**src/rtl/ft_lane_voter.sv**
```systemverilog
// Lock-step write-back voter for 2 (DMR) or 3 (TMR) lanes with per-lane reset/recover sequencing.
// Define FT_LANE_ERR_CNT_EN to build the saturating per-lane error counters.
module ft_lane_voter #(
    parameter int NUM_LANES  = 3,
    parameter int ADDR_WIDTH = 5,
    parameter int DATA_WIDTH = 32,
    parameter int RST_CYCLES = 4,
    parameter int CNT_WIDTH  = 8
) (
    input  logic                            clk_i,
    input  logic                            rst_ni,
    input  logic                            enable_i,
    input  logic [NUM_LANES-1:0]            we_i,
    input  logic [NUM_LANES*ADDR_WIDTH-1:0] addr_i,
    input  logic [NUM_LANES*DATA_WIDTH-1:0] data_i,
    input  logic                            done_i,
    output logic                            safe_we_o,
    output logic [ADDR_WIDTH-1:0]           safe_addr_o,
    output logic [DATA_WIDTH-1:0]           safe_data_o,
    output logic                            error_o,
    output logic                            uncorrectable_o,
    output logic [NUM_LANES-1:0]            faulty_lane_o,
    output logic [NUM_LANES-1:0]            reset_no,
    output logic                            recover_o,
    output logic                            recovering_o,
    output logic [NUM_LANES*CNT_WIDTH-1:0]  lane_err_cnt_o
);
    localparam int RCW = (RST_CYCLES < 1) ? 1 : $clog2(RST_CYCLES + 1);

    if (NUM_LANES != 2 && NUM_LANES != 3) begin : g_bad_lanes
        $error("ft_lane_voter: NUM_LANES must be 2 or 3");
    end
    if (RST_CYCLES < 1) begin : g_bad_rst
        $error("ft_lane_voter: RST_CYCLES must be at least 1");
    end

    typedef enum logic [1:0] {RUN, RESET, RECOVER} state_t;

    function automatic logic lanes_agree(input logic we_a, input logic we_b,
                                         input logic [ADDR_WIDTH-1:0] addr_a,
                                         input logic [ADDR_WIDTH-1:0] addr_b,
                                         input logic [DATA_WIDTH-1:0] data_a,
                                         input logic [DATA_WIDTH-1:0] data_b);
        return (we_a == we_b) && (!we_a || ((addr_a == addr_b) && (data_a == data_b)));
    endfunction

    function automatic logic [CNT_WIDTH-1:0] sat_inc(input logic [CNT_WIDTH-1:0] val);
        return (val == {CNT_WIDTH{1'b1}}) ? val : val + CNT_WIDTH'(1);
    endfunction

    logic [ADDR_WIDTH-1:0] lane_addr [NUM_LANES];
    logic [DATA_WIDTH-1:0] lane_data [NUM_LANES];

    for (genvar k = 0; k < NUM_LANES; k++) begin : g_unpack
        assign lane_addr[k] = addr_i[k*ADDR_WIDTH +: ADDR_WIDTH];
        assign lane_data[k] = data_i[k*DATA_WIDTH +: DATA_WIDTH];
    end

    logic                  vote_we;
    logic [ADDR_WIDTH-1:0] vote_addr;
    logic [DATA_WIDTH-1:0] vote_data;
    logic                  vote_mis;
    logic                  vote_unc;
    logic [NUM_LANES-1:0]  vote_mask;

    if (NUM_LANES == 3) begin : g_tmr
        logic a01, a02, a12;
        assign a01 = lanes_agree(we_i[0], we_i[1], lane_addr[0], lane_addr[1], lane_data[0], lane_data[1]);
        assign a02 = lanes_agree(we_i[0], we_i[2], lane_addr[0], lane_addr[2], lane_data[0], lane_data[2]);
        assign a12 = lanes_agree(we_i[1], we_i[2], lane_addr[1], lane_addr[2], lane_data[1], lane_data[2]);

        // Agreement is transitive, so a single agreeing pair singles out the outlier.
        always_comb begin
            vote_we   = we_i[0];
            vote_addr = lane_addr[0];
            vote_data = lane_data[0];
            vote_mis  = 1'b0;
            vote_unc  = 1'b0;
            vote_mask = '0;
            if (!(a01 && a02 && a12)) begin
                vote_mis = 1'b1;
                if (a01) begin
                    vote_mask = 3'b100;
                end else if (a02) begin
                    vote_mask = 3'b010;
                end else if (a12) begin
                    vote_mask = 3'b001;
                    vote_we   = we_i[1];
                    vote_addr = lane_addr[1];
                    vote_data = lane_data[1];
                end else begin
                    vote_unc  = 1'b1;
                    vote_mask = '1;
                    vote_we   = 1'b0;
                end
            end
        end
    end else begin : g_dmr
        logic a01;
        assign a01 = lanes_agree(we_i[0], we_i[1], lane_addr[0], lane_addr[1], lane_data[0], lane_data[1]);

        always_comb begin
            vote_addr = lane_addr[0];
            vote_data = lane_data[0];
            vote_mis  = !a01;
            vote_unc  = !a01;
            vote_mask = a01 ? '0 : '1;
            vote_we   = a01 ? we_i[0] : 1'b0;
        end
    end

    state_t            state_q, state_d;
    logic [RCW-1:0]    rst_cnt_q, rst_cnt_d;
    logic [NUM_LANES-1:0] faulty_q, faulty_d;
    logic              err_d, unc_d;
    logic              err_q, unc_q;

    always_comb begin
        state_d   = state_q;
        rst_cnt_d = rst_cnt_q;
        faulty_d  = faulty_q;
        err_d     = 1'b0;
        unc_d     = 1'b0;
        case (state_q)
            RUN: begin
                if (enable_i && vote_mis) begin
                    err_d     = 1'b1;
                    unc_d     = vote_unc;
                    faulty_d  = vote_mask;
                    rst_cnt_d = RCW'(RST_CYCLES);
                    state_d   = RESET;
                end
            end
            RESET: begin
                rst_cnt_d = rst_cnt_q - RCW'(1);
                if (rst_cnt_q <= RCW'(1)) state_d = RECOVER;
            end
            RECOVER: begin
                if (done_i) begin
                    faulty_d = '0;
                    state_d  = RUN;
                end
            end
            default: state_d = RUN;
        endcase
    end

    always_ff @(posedge clk_i or negedge rst_ni) begin
        if (!rst_ni) begin
            state_q   <= RUN;
            rst_cnt_q <= '0;
            faulty_q  <= '0;
            err_q     <= 1'b0;
            unc_q     <= 1'b0;
        end else begin
            state_q   <= state_d;
            rst_cnt_q <= rst_cnt_d;
            faulty_q  <= faulty_d;
            err_q     <= err_d;
            unc_q     <= unc_d;
        end
    end

    // Stage p0 -> p1: registered safe write; the write enable is only honoured while in RUN.
    logic                  safe_we_p1;
    logic [ADDR_WIDTH-1:0] safe_addr_p1;
    logic [DATA_WIDTH-1:0] safe_data_p1;

    always_ff @(posedge clk_i or negedge rst_ni) begin
        if (!rst_ni) begin
            safe_we_p1   <= 1'b0;
            safe_addr_p1 <= '0;
            safe_data_p1 <= '0;
        end else begin
            safe_we_p1   <= (state_q == RUN) && (enable_i ? vote_we : we_i[0]);
            safe_addr_p1 <= enable_i ? vote_addr : lane_addr[0];
            safe_data_p1 <= enable_i ? vote_data : lane_data[0];
        end
    end

`ifdef FT_LANE_ERR_CNT_EN
    for (genvar k = 0; k < NUM_LANES; k++) begin : g_cnt
        logic [CNT_WIDTH-1:0] cnt_q;
        always_ff @(posedge clk_i or negedge rst_ni) begin
            if (!rst_ni) begin
                cnt_q <= '0;
            end else if (err_d && faulty_d[k]) begin
                cnt_q <= sat_inc(cnt_q);
            end
        end
        assign lane_err_cnt_o[k*CNT_WIDTH +: CNT_WIDTH] = cnt_q;
    end
`else
    assign lane_err_cnt_o = '0;
`endif

    assign safe_we_o       = safe_we_p1;
    assign safe_addr_o     = safe_addr_p1;
    assign safe_data_o     = safe_data_p1;
    assign error_o         = err_q;
    assign uncorrectable_o = unc_q;
    assign faulty_lane_o   = faulty_q;
    assign reset_no        = (state_q == RESET) ? ~faulty_q : '1;
    assign recover_o       = (state_q == RECOVER);
    assign recovering_o    = (state_q != RUN);

endmodule
```
**config.mk**
```make
export PLATFORM = sky130hd
export DESIGN_NAME = ft_lane_voter
export DESIGN_NICKNAME = d
export VERILOG_FILES = /design/src/rtl/ft_lane_voter.sv
export SDC_FILE = /design/constraint.sdc
export NUM_CORES = 1
export LEC_CHECK = 0
export ABC_AREA = 1
export BUFFER_PORTS_ARGS = -buffer_cell sky130_fd_sc_hd__buf_2
export CAP_MARGIN = 20
export CORE_ASPECT_RATIO = 0.6
export CORE_MARGIN = 2
export CORE_UTILIZATION = 30
export DETAILED_ROUTE_END_ITERATION = 7
export GPL_TIMING_DRIVEN = 0
export PLACE_DENSITY = 0.59
export SKIP_CTS_REPAIR_TIMING = 1
export SLEW_MARGIN = 20
export SYNTH_ARGS = -nofsm -noshare
export SYNTH_HDL_FRONTEND = slang
export SYNTH_SLANG_ARGS = --single-unit
```
**constraint.sdc**
```tcl
create_clock -name clk_i -period 1.4 [get_ports clk_i]
set_input_delay 0.21 -clock clk_i [delete_from_list [all_inputs] [get_ports clk_i]]
set_output_delay 0.21 -clock clk_i [all_outputs]
set_load 0.01 [all_outputs]
```
**After elaboration in Yosys (flattened, before gate mapping)**

Cells that the tools add are included.

- Bits in registers: 48
- Word-level logic and storage cells: 85

- Add/sub/neg operators: 1
- Order comparisons: 1
- Eq/ne operators: 14
- Multiplexer cells: 38
- Bitwise logic cells: 1
- Reductions and logical operators: 22

Operators by type and width:

| cell | count |
|---|---|
| $mux W32 | 5 |
| $eq A32 B32 Y1 | 3 |
| $mux W5 | 5 |
| $mux W3 | 8 |
| $eq A5 B5 Y1 | 3 |
| $mux W1 | 14 |
| $pmux W3 S2 | 2 |
| $logic_and A1 B1 Y1 | 10 |
| $mux W2 | 3 |
| $ne A2 B2 Y1 const B | 3 |
| $pmux W2 S3 | 1 |
| $reduce_and A3 Y1 | 2 |
| $reduce_bool A2 Y1 | 3 |
| $eq A1 B1 Y1 | 3 |
| $le A3 B1 Y1 const B | 1 |
| $logic_or A1 B1 Y1 | 3 |
| $not A3 Y3 | 1 |
| $sub A3 B1 Y3 const B | 1 |
| $eq A2 B1 Y1 const B | 1 |
| $eq A2 B2 Y1 const B | 1 |
| $logic_not A1 Y1 | 2 |
| $logic_not A2 Y1 | 1 |
| $reduce_and A2 Y1 | 1 |

**Longest topological paths before layout**

- Depth in word-level cells: 10
- Mapped depth: 16

**Worst setup path before layout**

No wires, ideal clock.

- Path kind: input to register
- Start point: input data_i[37]
- End point: register safe_data_p1[5], in the netlist safe_data_o[5]
- Setup time: 0.119 ns
- Arrival time: 1.347 ns
- Path slack: -0.066 ns
- Stages: 15
- Path buffers: 2
- Path through: inv_1 -> nand2_1 -> nand2_1 -> nor2_1 -> nand2_1 -> nor2_1 -> nand3_1 -> nor2_1 -> nor2_1 -> nor2_2 -> nand2_1 -> buf_6 -> buf_6 -> nand2_1 -> o21ai_2

- Cells in the longest elaborated chain, start to end: 9
- Elaborated cells between the ends (all ways): 15
- Those cells by class: eq/ne (2); mux (5); reduce/logical (8)

RTL lines:

| what | RTL line | source |
|---|---|---|
| start, declared | 15 | `input logic [NUM_LANES*DATA_WIDTH-1:0] data_i,` |
| $eq A32 B32 Y1 | 44 | `return (we_a == we_b) && (!we_a \|\| ((addr_a == addr_b) && (data_a == data_b)));` |
| $logic_and A1 B1 Y1 | 44 |  |
| $logic_or A1 B1 Y1 | 44 |  |
| $logic_and A1 B1 Y1 | 44 |  |
| $mux W32 | 86 | `end else if (a12) begin` |
| $mux W32 | 84 | `end else if (a02) begin` |
| $mux W32 | 82 | `if (a01) begin` |
| $mux W32 (*) | 80 | `if (!(a01 && a02 && a12)) begin` |
| $mux W32 (*) | 177 | `safe_data_p1 <= enable_i ? vote_data : lane_data[0];` |
| end signal, assigned | 177 |  |
| end, declared | 167 | `logic [DATA_WIDTH-1:0] safe_data_p1;` |

Mark *: on every way between the ends. The rest lies on a longest branch, timed or not.
A chain may end at the register's enable or synchronous reset.

**Worst setup path after layout**

- Start point: input data_i[54]
- End point: register safe_data_p1[29], in the netlist safe_data_o[29]

Same word-level chain as after synthesis.

==> out/results.ini <==
[setup_path]
worstSetupEndpointType = flip-flop
worstPathRequired_ns = 1.58
crit_path_max_fanout = 10
critical_path_class = input port to flip-flop
crit_top_cell = nand2_1
worst-r2r-setup-slack_ns = 0.15
timing.rr.end = rst_cnt_q[1]$_DFFE_PN0P_
worst-path-buf-inv = 4
critPathArrivalTime_ns = 1.80
crit_family = simple AND/OR/NAND/NOR gates
rr_worst_depth = 5
cp_cell_sequence = buf_2 -> inv_1 -> nand2_1 -> nand2_1 -> nand2_1 -> nor2_2 -> nand2_1 -> nor2_2 -> nand3_2 -> nand2_1 -> nor2_2 -> nand2_2 -> buf_8 -> buf_6 -> o21ai_1
cpPeakStageDelay_ns = 0.19
crit_cells = 15
cpMaxStageDelayCell = nor2_2
startpoint_type = input port
r2r_start = state_q[0]$_DFFE_PN0P_

[finish]
area_growth_pct = 34.7
layout.nets = 1015
antenna_cells = 0
final_area_um2 = 5730
drive_gt1_frac = 0.334

[detailed_routing]
post-route-drc-count = 0
firstDrtPassIters = 4
routedWlPerCell_um = 14.0
viasPerCell = 4.30
ant_nets = 0
drt_iter0_drc = 297
vias = 4683
wl_mm = 15.3

[timing]
whs_ns = -0.0680
final_max_slew_viol_count = 0
finalHoldViolations = 48
setup_viol = 43
fmax_ghz = 0.617
rsz0062_at_grt = yes
setup_slack_ns = -0.222
finClkSkew_ns = 0.00264
period_share = 1.16
tightestPinTransition_ns = 0.680
period_needed_ns = 1.62
timing.slew.headroom = 0.547
finalSetupTns_ns = -7.80

[placement]
place_hpwl_mm = 12.7
post-place-ws_ns = -0.636
place_area_um2 = 5430
gp_congestion = 0.832
portBuffers = 165

[cts]
clk_pin_slew_ns = 0.07
cts_buffer_depth = 2
insertion_delay_ns = 0.30
cts_root_buffer = clkbuf_16
cts.htree.levels = 2
clock_sinks = 48
cts_made_buffers = 5
cts_tree = done

[grt]
globalRouteOverflowTotal = 0
track_usage = 0.199
grt_pass1_wl_mm = 22.5
grt_max_degree = 49
grt_antenna_before_repair = 1
grt_pass1_vias = 4132

[floorplanning]
die_x_um = 158
die_area_um2 = 15200
initial_core_util = 0.309
dieHeight_um = 96.3
io_pins = 190
core_area_um2 = 13700
rows = 33

[yosys]
ys_top_cells_by_count = nand2_1, inv_1, nor2_1
yosys-top-cells-area = dfrtp_1, nand2_1, inv_1
yosysMostFrequentCell = nand2_1
ys_types = 30
synthesis.area_um2 = 4260
synth_top_area_cell = dfrtp_1
syn_inst = 698
yosysTopAreaCellShare = 0.282
ys_ff_latch = 48
synth-edff-count = 0
ys_async_sr_fraction = 1.00
postSynthAreaPerCell_um2 = 6.10
synth_ff_type = dfrtp_1
seq_area_frac_synth = 0.282
ys_warn_count = 0

[pwr]
leakagePower_nw = 3.34
power.share.clock = 0.259
ir_drop_uv = 682
powerDensity_nw_per_um2 = 892
p_int_mw = 3.12
combPwrFrac = 0.404
p_sw_frac = 0.390
power_mw = 5.12
net-switching-power_mw = 2.00
seqPwrFrac = 0.338

[worst_hold_path]
hold_class = input port to asynchronous set/reset pin

[run_status]
violations = hold timing, setup timing
status = complete, but fails checks

[job]
cap_violations = 0

cell families after synthesis:
logic type,share of synthesized area
AND/OR/NAND/NOR,0.399
other,0.000881
AO/OA/AOI/OAI,0.0826
flip-flops,0.282
buffers and inverters,0.153
XOR/XNOR,0.0762
adder cells (fa/ha/maj),0.00588
worst max path at each step:
stage	startpoint	slack, ns	endpoint
after floorplan	data_i[80]	-0.05	safe_data_o[5]$_DFF_PN0_
after global placement	data_i[17]	-0.62	safe_data_o[4]$_DFF_PN0_
after detailed placement	data_i[54]	-0.64	safe_data_o[7]$_DFF_PN0_
after CTS	data_i[54]	-0.32	safe_data_o[29]$_DFF_PN0_
after global routing	data_i[43]	-0.35	safe_addr_o[1]$_DFF_PN0_
final	data_i[54]	-0.22	safe_data_o[29]$_DFF_PN0_
cells in the final DEF, fill, tap and decap left out, types with 7 or more instances in the layout:
cell       n
nand2_1  262
buf_2    166
inv_1     87
nor2_1    55
dfrtp_1   48
buf_4     27
nand3_1   25
conb_1    24
nand2_2   21
o21ai_2   21
xor2_1    19
nor2_2    18
inv_2     17
xnor2_1   16
nand4_1   12
o21ai_0   11
o21ai_1   11
nor3_1     8
o22ai_1    7
cell type report:
type,count,area (µm²)
repair buffers,167,843
plain buffers,33,273
fillers,1559,8020
multi-input cells,536,2630
flip-flops and latches,48,1200
well taps,192,240
clock inverters,2,15.0
inverters,104,390
clock buffers,6,139
flip-flops by register name (all words and copies together) (netlist names):
name,count
faulty_lane_o,3
error_o,1
rst_cnt_q,3
safe_addr_o,5
uncorrectable_o,1
safe_data_o,32
state_q,2
safe_we_o,1
power by group through the flow:
| stage | Combinational (mW) | Clock, mW | Sequential (mW) |
|---|---|---|---|
| finish | 2.06 | 1.32 | 1.73 |
| floorplan | 1.12 | 0 | 1.80 |
| detailed placement | 2.00 | 0 | 1.74 |
| global route | 2.35 | 1.40 | 1.75 |
| CTS | 2.00 | 1.37 | 1.71 |
| global placement | 1.99 | 0 | 1.74 |
metrics by stage:
stage	hold WS, ns	util	cells
floorplan	-0.0856	-	721
global placement	0.429	0.394	1078
detailed placement	0.297	0.395	1078
CTS	-0.0265	0.406	1086
global route	0.00356	0.417	1088
finish	-0.0680	0.417	1088
routing by layer:
layer | wire [µm] | global-route usage
met1 | 8030 | 0.313
met2 | 5870 | 0.279
met3 | 1250 | 0.0432
met4 | 91 | 0.0265
met5 | 13 | 0
No activity file was read; power rests on OpenSTA's default activity.
